===== src/rtl/pic_pkg.sv =====
`default_nettype none
// ============================================================================
//  Module      : pic_pkg
//  Description : Shared types and constants for the 8259A-style interrupt
//                controller slice (in-service register and its encoder).
//                Provides the IRQ vector / index types and a small helper
//                that turns an IRQ index into a one-hot vector.
//  Contents    : NUM_IRQ, IRQ_IDX_W, irq_vec_t, irq_idx_t, idx_to_onehot()
//  Revision    : 1.0  initial release
// ============================================================================
package pic_pkg;

  // Eight lines, fixed for 8259A compatibility.
  localparam int NUM_IRQ   = 8;
  localparam int IRQ_IDX_W = 3;

  typedef logic [NUM_IRQ-1:0]   irq_vec_t;
  typedef logic [IRQ_IDX_W-1:0] irq_idx_t;

  // One-hot vector with only bit <idx> set.
  function automatic irq_vec_t idx_to_onehot(input irq_idx_t idx);
    irq_vec_t v;
    v      = '0;
    v[idx] = 1'b1;
    return v;
  endfunction

endpackage : pic_pkg
`default_nettype wire


===== src/rtl/in_service_register_if.sv =====
`default_nettype none
// ============================================================================
//  Module      : in_service_register_if
//  Description : Signal bundle between the control logic / priority resolver
//                (master) and the in-service register (slave).
//  Signals     : eoi        master->slave  non-specific EOI request (edge)
//                int_no[8]  master->slave  interrupts entering service (edges)
//                eoi_spec   master->slave  specific-EOI select   (optional)
//                eoi_level  master->slave  specific-EOI IRQ index (optional)
//                isr[8]     slave->master  in-service register contents
//                isr_any    slave->master  OR of isr
//                isr_top[3] slave->master  highest-priority in-service index
//  Config      : ISR_SPECIFIC_EOI_EN adds eoi_spec / eoi_level.
//  Revision    : 1.0  initial release
// ============================================================================
interface in_service_register_if;
  import pic_pkg::*;

  logic     eoi;
  irq_vec_t int_no;
`ifdef ISR_SPECIFIC_EOI_EN
  logic     eoi_spec;
  irq_idx_t eoi_level;
`endif
  irq_vec_t isr;
  logic     isr_any;
  irq_idx_t isr_top;

  // Drives requests, observes the register.
  modport master (
    output eoi,
    output int_no,
`ifdef ISR_SPECIFIC_EOI_EN
    output eoi_spec,
    output eoi_level,
`endif
    input  isr,
    input  isr_any,
    input  isr_top
  );

  // The in-service register itself.
  modport slave (
    input  eoi,
    input  int_no,
`ifdef ISR_SPECIFIC_EOI_EN
    input  eoi_spec,
    input  eoi_level,
`endif
    output isr,
    output isr_any,
    output isr_top
  );

endinterface : in_service_register_if
`default_nettype wire


===== src/rtl/pic_prio_enc.sv =====
`default_nettype none
// ============================================================================
//  Module      : pic_prio_enc
//  Description : Combinational lowest-index-first priority encoder. Bit 0 is
//                the highest priority. Used to pick the bit cleared by a
//                non-specific EOI and to report the top in-service level.
//  Ports       : vec_i    in   irq_vec_t  request vector
//                valid_o  out  1          any bit of vec_i set
//                idx_o    out  irq_idx_t  index of lowest set bit (0 if none)
//                onehot_o out  irq_vec_t  one-hot of lowest set bit (0 if none)
//  Revision    : 1.0  initial release
// ============================================================================
module pic_prio_enc
  import pic_pkg::*;
(
  input  irq_vec_t vec_i,
  output logic     valid_o,
  output irq_idx_t idx_o,
  output irq_vec_t onehot_o
);

  always_comb begin
    valid_o  = 1'b0;
    idx_o    = '0;
    onehot_o = '0;
    // Walk from the lowest priority down to the highest so that the last
    // match, i.e. the lowest set index, is what remains.
    for (int i = NUM_IRQ - 1; i >= 0; i--) begin
      if (vec_i[i]) begin
        valid_o  = 1'b1;
        idx_o    = irq_idx_t'(i);
        onehot_o = idx_to_onehot(irq_idx_t'(i));
      end
    end
  end

endmodule : pic_prio_enc
`default_nettype wire


===== src/rtl/in_service_register.sv =====
`default_nettype none
// ============================================================================
//  Module      : in_service_register
//  Description : 8259A-style In-Service Register. Bits are set on the rising
//                edge of the corresponding int_no line and cleared by an EOI
//                rising edge (lowest set index first - fully nested mode).
//                A clear and a set in the same cycle: clear acts on the old
//                contents, then the set is applied, so a bit both cleared and
//                newly set ends set.
//  Ports       : clk      in   1  system clock, rising edge
//                rst_n    in   1  synchronous active-low reset
//                bus      slave modport of in_service_register_if
//                         (eoi, int_no, [eoi_spec, eoi_level] in;
//                          isr, isr_any, isr_top out)
//  Config      : ISR_SPECIFIC_EOI_EN - when defined, an EOI edge with
//                eoi_spec==1 clears bit eoi_level instead of the top bit.
//  Revision    : 1.0  initial release
// ============================================================================
module in_service_register
  import pic_pkg::*;
(
  input  logic                    clk,
  input  logic                    rst_n,
  in_service_register_if.slave    bus
);

  // Edge-detect history and the register itself.
  logic     eoi_q, eoi_d;
  irq_vec_t int_q, int_d;
  irq_vec_t isr_q, isr_d;

  logic     eoi_rise;
  irq_vec_t set_mask;
  irq_vec_t clr_mask;

  logic     enc_valid;
  irq_idx_t enc_idx;
  irq_vec_t enc_onehot;

  // Encoder looks at the current (old) register contents, which gives the
  // required clear-before-set ordering for same-cycle events.
  pic_prio_enc u_prio_enc (
    .vec_i    (isr_q),
    .valid_o  (enc_valid),
    .idx_o    (enc_idx),
    .onehot_o (enc_onehot)
  );

  always_comb begin
    eoi_d    = bus.eoi;
    int_d    = bus.int_no;

    // Only newly asserted lines enter service; held levels do nothing.
    set_mask = bus.int_no & ~int_q;
    eoi_rise = bus.eoi & ~eoi_q;

    clr_mask = '0;
    if (eoi_rise) begin
`ifdef ISR_SPECIFIC_EOI_EN
      if (bus.eoi_spec) begin
        clr_mask = idx_to_onehot(bus.eoi_level);
      end else if (enc_valid) begin
        clr_mask = enc_onehot;
      end
`else
      // An EOI with nothing in service is a no-op.
      if (enc_valid) begin
        clr_mask = enc_onehot;
      end
`endif
    end

    isr_d = (isr_q & ~clr_mask) | set_mask;
  end

  always_ff @(posedge clk) begin
    if (!rst_n) begin
      eoi_q <= 1'b0;
      int_q <= '0;
      isr_q <= '0;
    end else begin
      eoi_q <= eoi_d;
      int_q <= int_d;
      isr_q <= isr_d;
    end
  end

  // isr_any / isr_top are derived purely from the registered contents.
  assign bus.isr     = isr_q;
  assign bus.isr_any = enc_valid;
  assign bus.isr_top = enc_idx;

endmodule : in_service_register
`default_nettype wire


===== src/flat_wrapper.sv =====
// flat-port wrapper written by rule: the top's interface ports become plain ports
module in_service_register_flat import pic_pkg::*;
  (clk, rst_n, bus_eoi, bus_int_no, bus_isr, bus_isr_any, bus_isr_top);
  in_service_register_if bus_i ();
  input  logic clk;
  input  logic rst_n;
  input wire logic [$bits(bus_i.eoi)-1:0] bus_eoi;
  input wire logic [$bits(bus_i.int_no)-1:0] bus_int_no;
  output wire logic [$bits(bus_i.isr)-1:0] bus_isr;
  output wire logic [$bits(bus_i.isr_any)-1:0] bus_isr_any;
  output wire logic [$bits(bus_i.isr_top)-1:0] bus_isr_top;
  assign bus_i.eoi = bus_eoi;
  assign bus_i.int_no = bus_int_no;
  assign bus_isr = bus_i.isr;
  assign bus_isr_any = bus_i.isr_any;
  assign bus_isr_top = bus_i.isr_top;
  in_service_register u_core (.clk(clk), .rst_n(rst_n), .bus(bus_i));
endmodule

===== config.mk =====
export PLATFORM = sky130hd
export DESIGN_NAME = in_service_register_flat
export DESIGN_NICKNAME = d
export VERILOG_FILES = /design/src/rtl/pic_pkg.sv /design/src/rtl/in_service_register_if.sv /design/src/rtl/pic_prio_enc.sv /design/src/rtl/in_service_register.sv /design/src/flat_wrapper.sv
export SDC_FILE = /design/constraint.sdc
export NUM_CORES = 1
export LEC_CHECK = 0
export CELL_PAD_IN_SITES_DETAIL_PLACEMENT = 1
export CELL_PAD_IN_SITES_GLOBAL_PLACEMENT = 2
export CORE_ASPECT_RATIO = 0.7
export CORE_UTILIZATION = 24
export CTS_CLUSTER_DIAMETER = 150
export CTS_CLUSTER_SIZE = 8
export DETAILED_ROUTE_END_ITERATION = 16
export GPL_TIMING_DRIVEN = 0
export PLACE_DENSITY = 0.77
export SLEW_MARGIN = 20
export SYNTH_ARGS = -nofsm -noshare
export SYNTH_HDL_FRONTEND = slang
export SYNTH_SLANG_ARGS = --single-unit

===== constraint.sdc =====
create_clock -name clk -period 1.7 [get_ports clk]
set_input_delay 0.34 -clock clk [delete_from_list [all_inputs] [get_ports clk]]
set_output_delay 0.34 -clock clk [all_outputs]
set_load 0.1 [all_outputs]

==> summary.txt <==
Hold path
  • Min-delay worst type: flop to flop

Power
  • Sw Pwr: 482 uW
  • Switching Share: between 30% and 40%
  • Peak VDD IR: 0.000406 V
  • Int Power: 769 uW
  • P_leak: between 0.4 and 0.5 nW
  • Comb power frac: about two fifths
  • Pwr dens: around 1000 nW/um^2
  • Seq pwr share: ~37%
  • Clock share of power: 24.1%

Routing
  • Detailed Routing Iterations Pass 1: 3
  • DRT iter0 DRCs: 9
  • Routed vias/inst: 4.38
  • Residual DRC count: 0
  • Final WL: roughly 1.8 mm
  • Via count: about 600
  • Post-DR wirelength/cell: ~13 um
  • Remaining antenna violation count after routing: 0

Clock tree
  • CTS H-Tree Depth: 1
  • CTS buffer count: 3
  • Clock root buffer: clkbuf_8
  • Clk sinks: 17
  • Worst-path clk slew: 0.07 ns
  • Clock Latency Late Sink: ~0.25 ns
  • CTS tree: yes
  • Worst-case clock buffer depth: 2

Setup path
  • Critical path peak fanout: 3
  • Req. time, crit path: 1.36 ns
  • Critical path arrival: roughly 1.5 ns
  • CP Class: flop to output pin
  • CP max stage delay: around 0.34 ns
  • CP Capture Type: output pin
  • Critical Path, Cell by Cell: or2_4, nor3_4, nor2b_4, buf_12
  • Crit start category: flop
  • CP max stage cell: dfxtp_4

Placed design
  • Post-place setup slack: -0.805 ns
  • Placer Congestion: between 0.6 and 0.7
  • Port bufs: 22
  • Placed instance area: 997 um^2
  • Inst Count DP: 125
  • HPWL Detailed: between 1 and 1.5 mm

Layout
  • Share of cells above drive strength 1: 45.2%
  • Final Core Density: 47.3%
  • N_diodes: 0
  • Area Growth Syn to Fin: 82.5%
  • Post-route insts no fill: roughly 140
  • # nets final: 116
  • Post-route cell area: 1200 um^2

Floorplanning
  • Core footprint: 2530 um^2
  • Total Die Area: slightly below 3000 um^2
  • Initial Util: 25.9%
  • # rows: 15
  • Die height: between 40 and 50 um
  • Width of the die: 64.5 um
  • IO Pins: 23

Status
  • Status: finished with violations
  • Failing checks: setup timing

Synth
  • Post-Syn Area: between 600 and 700 um^2
  • Async S/R FF share, synth: 0%
  • FF+latch count, synth: 17
  • Post-synthesis cell count: 69
  • Syn Nets: 80
  • Synth area leader: dfxtp_1
  • Sequential area share after synthesis: a little over 50%
  • Synth top area cells: dfxtp_1 (52%), and2_1 (6.7%), nor2b_1 (6.7%)
  • Unique cell type count in the Yosys netlist: 21
  • Main synth FF type: dfxtp_1
  • Synth Warn #: 0
  • Post-synth EDFFs: 0
  • Synth Area per Inst: 9.52 um^2
  • Yosys top cell area share: between 50 and 60%

STA
  • Slew HR: 63.8%
  • Crit path time final: approximately 1.8 ns
  • Final TNS setup: -0.173 ns
  • Endpoints failing hold: 0
  • Worst slew pin tran: approximately 0.54 ns
  • FMAX: roughly 0.56 GHz
  • Max Slew Vio Count: 0
  • Unrepaired setup endpoints after global routing: yes
  • Worst Setup Slack, final: -0.0963 ns
  • Final Setup Violations: 2
  • Period utilisation layout: 106%
  • Clock skew: about 0.0017 ns

Job
  • Max-cap violations: 0

Global route
  • Largest net degree at the start of global routing: 11
  • Grt ovf: 0
  • Antenna violations before repair: 0
  • Vias in the first global route: around 570
  • GR Util All Layers: 13.2%
  • First-pass GRT wire length: 2.73 mm
[cells by family after synthesis]
logic type	share of synthesized area [%]
buffers and inverters	2.29
DFF	51.8
and+or+nand+nor	29.7
AOI/OAI and AO/OA	16.2
[worst paths after layout]
| path | startpoint | end | slack (ns) | cells past startpoint |
|---|---|---|---|---|
| worst max-delay path | u_core.bus.isr[3]$_SDFF_PN0_ | bus_isr_top[2] | -0.1 | 4 |
| worst min-delay path | u_core.int_q[5]$_SDFF_PN0_ | u_core.bus.isr[5]$_SDFF_PN0_ | 0.41 | 1 |
| worst max register to register | u_core.bus.isr[1]$_SDFF_PN0_ | u_core.bus.isr[6]$_SDFF_PN0_ | 0.22 | 3 |
| worst min register to register | u_core.int_q[5]$_SDFF_PN0_ | u_core.bus.isr[5]$_SDFF_PN0_ | 0.41 | 1 |
[flip-flops by register name, indices dropped and copies added, names as in the netlist]
register,flops
u_core.bus.isr,8
u_core.int_q,8
u_core.eoi_q,1
[what timing repair did]
| item | 4_1_cts | 5_1_grt |
|---|---|---|
| buffers inserted | 0 | 9 |
| gates resized for setup | 57 | 13 |
| hold buffers | 0 | 0 |
| pin swaps | 0 | 5 |
| endpoints found under the setup margin | 12 | 6 |
[layout by cell type, fill, tap and decap left out, types with 2 or more instances in the layout]
master and instances:
a21boi_1 3, a21oi_1 3, and2_1 7, buf_12 4, buf_4 8, clkbuf_8 3, clkdlybuf4s15_2 6, clkdlybuf4s50_1 10
dfxtp_1 9, dfxtp_4 7, inv_1 3, nand2_1 3, nand2b_1 4, nor2_1 3, nor2b_1 5, nor2b_4 2
nor3_4 3, o21ai_1 4, or2_4 2
[Yosys cell counts (3+ instances only)]
master    instances
a21oi_1           4
and2_1            7
nor2_1            3
a21boi_1          3
nor3_1            3
nand2_1           4
inv_1             3
dfxtp_1          17
o21ai_1           4
nor2b_1           7
nand2b_1          4
[stage by stage]
stage / hold slack, ns / total power [mW]
after detailed placement: 0.395 / 0.874
final: 0.405 / 1.25
after floorplan: 0.379 / 0.772
after global routing: 0.428 / 1.32
after CTS: 0.407 / 1.20
after global placement: 0.390 / 0.870
[layer usage]
| layer | global-route usage (%) | routed length (um) | up-vias |
|---|---|---|---|
| li1 | - | - | 303 |
| met1 | 16.9 | 780 | 282 |
| met2 | 19.8 | 894 | 15 |
| met3 | 5.50 | 86 | 5 |
| met4 | 5.33 | 25 | 0 |
| met5 | 0 | 0 | - |
[worst max-delay path, delay by kind of cell, from the launching register on]
| kind | cells | cell delay, ns |
|---|---|---|
| buf+inv | 1 | 0.18 |
| simple gates | 3 | 0.68 |
| flops | 1 | 0.34 |
[power groups by stage]
stage / clock network (mW) / registers (mW) / logic [mW]
after floorplan: 0 / 0.578 / 0.194
after global placement: 0 / 0.466 / 0.403
after detailed placement: 0 / 0.467 / 0.407
after CTS: 0.317 / 0.462 / 0.425
after global routing: 0.339 / 0.465 / 0.512
final: 0.302 / 0.460 / 0.490
[cell type report]
class	instances	area (um^2)
plain buffers	1	3.75
clock buffers	3	41.3
clock inverters	1	5.00
fillers	291	1340
inverters	3	11.3
multi-input cells	48	393
flip-flops and latches	17	368
well taps	34	42.5
repair buffers	31	334
No activity file was read; power rests on OpenSTA's default activity.
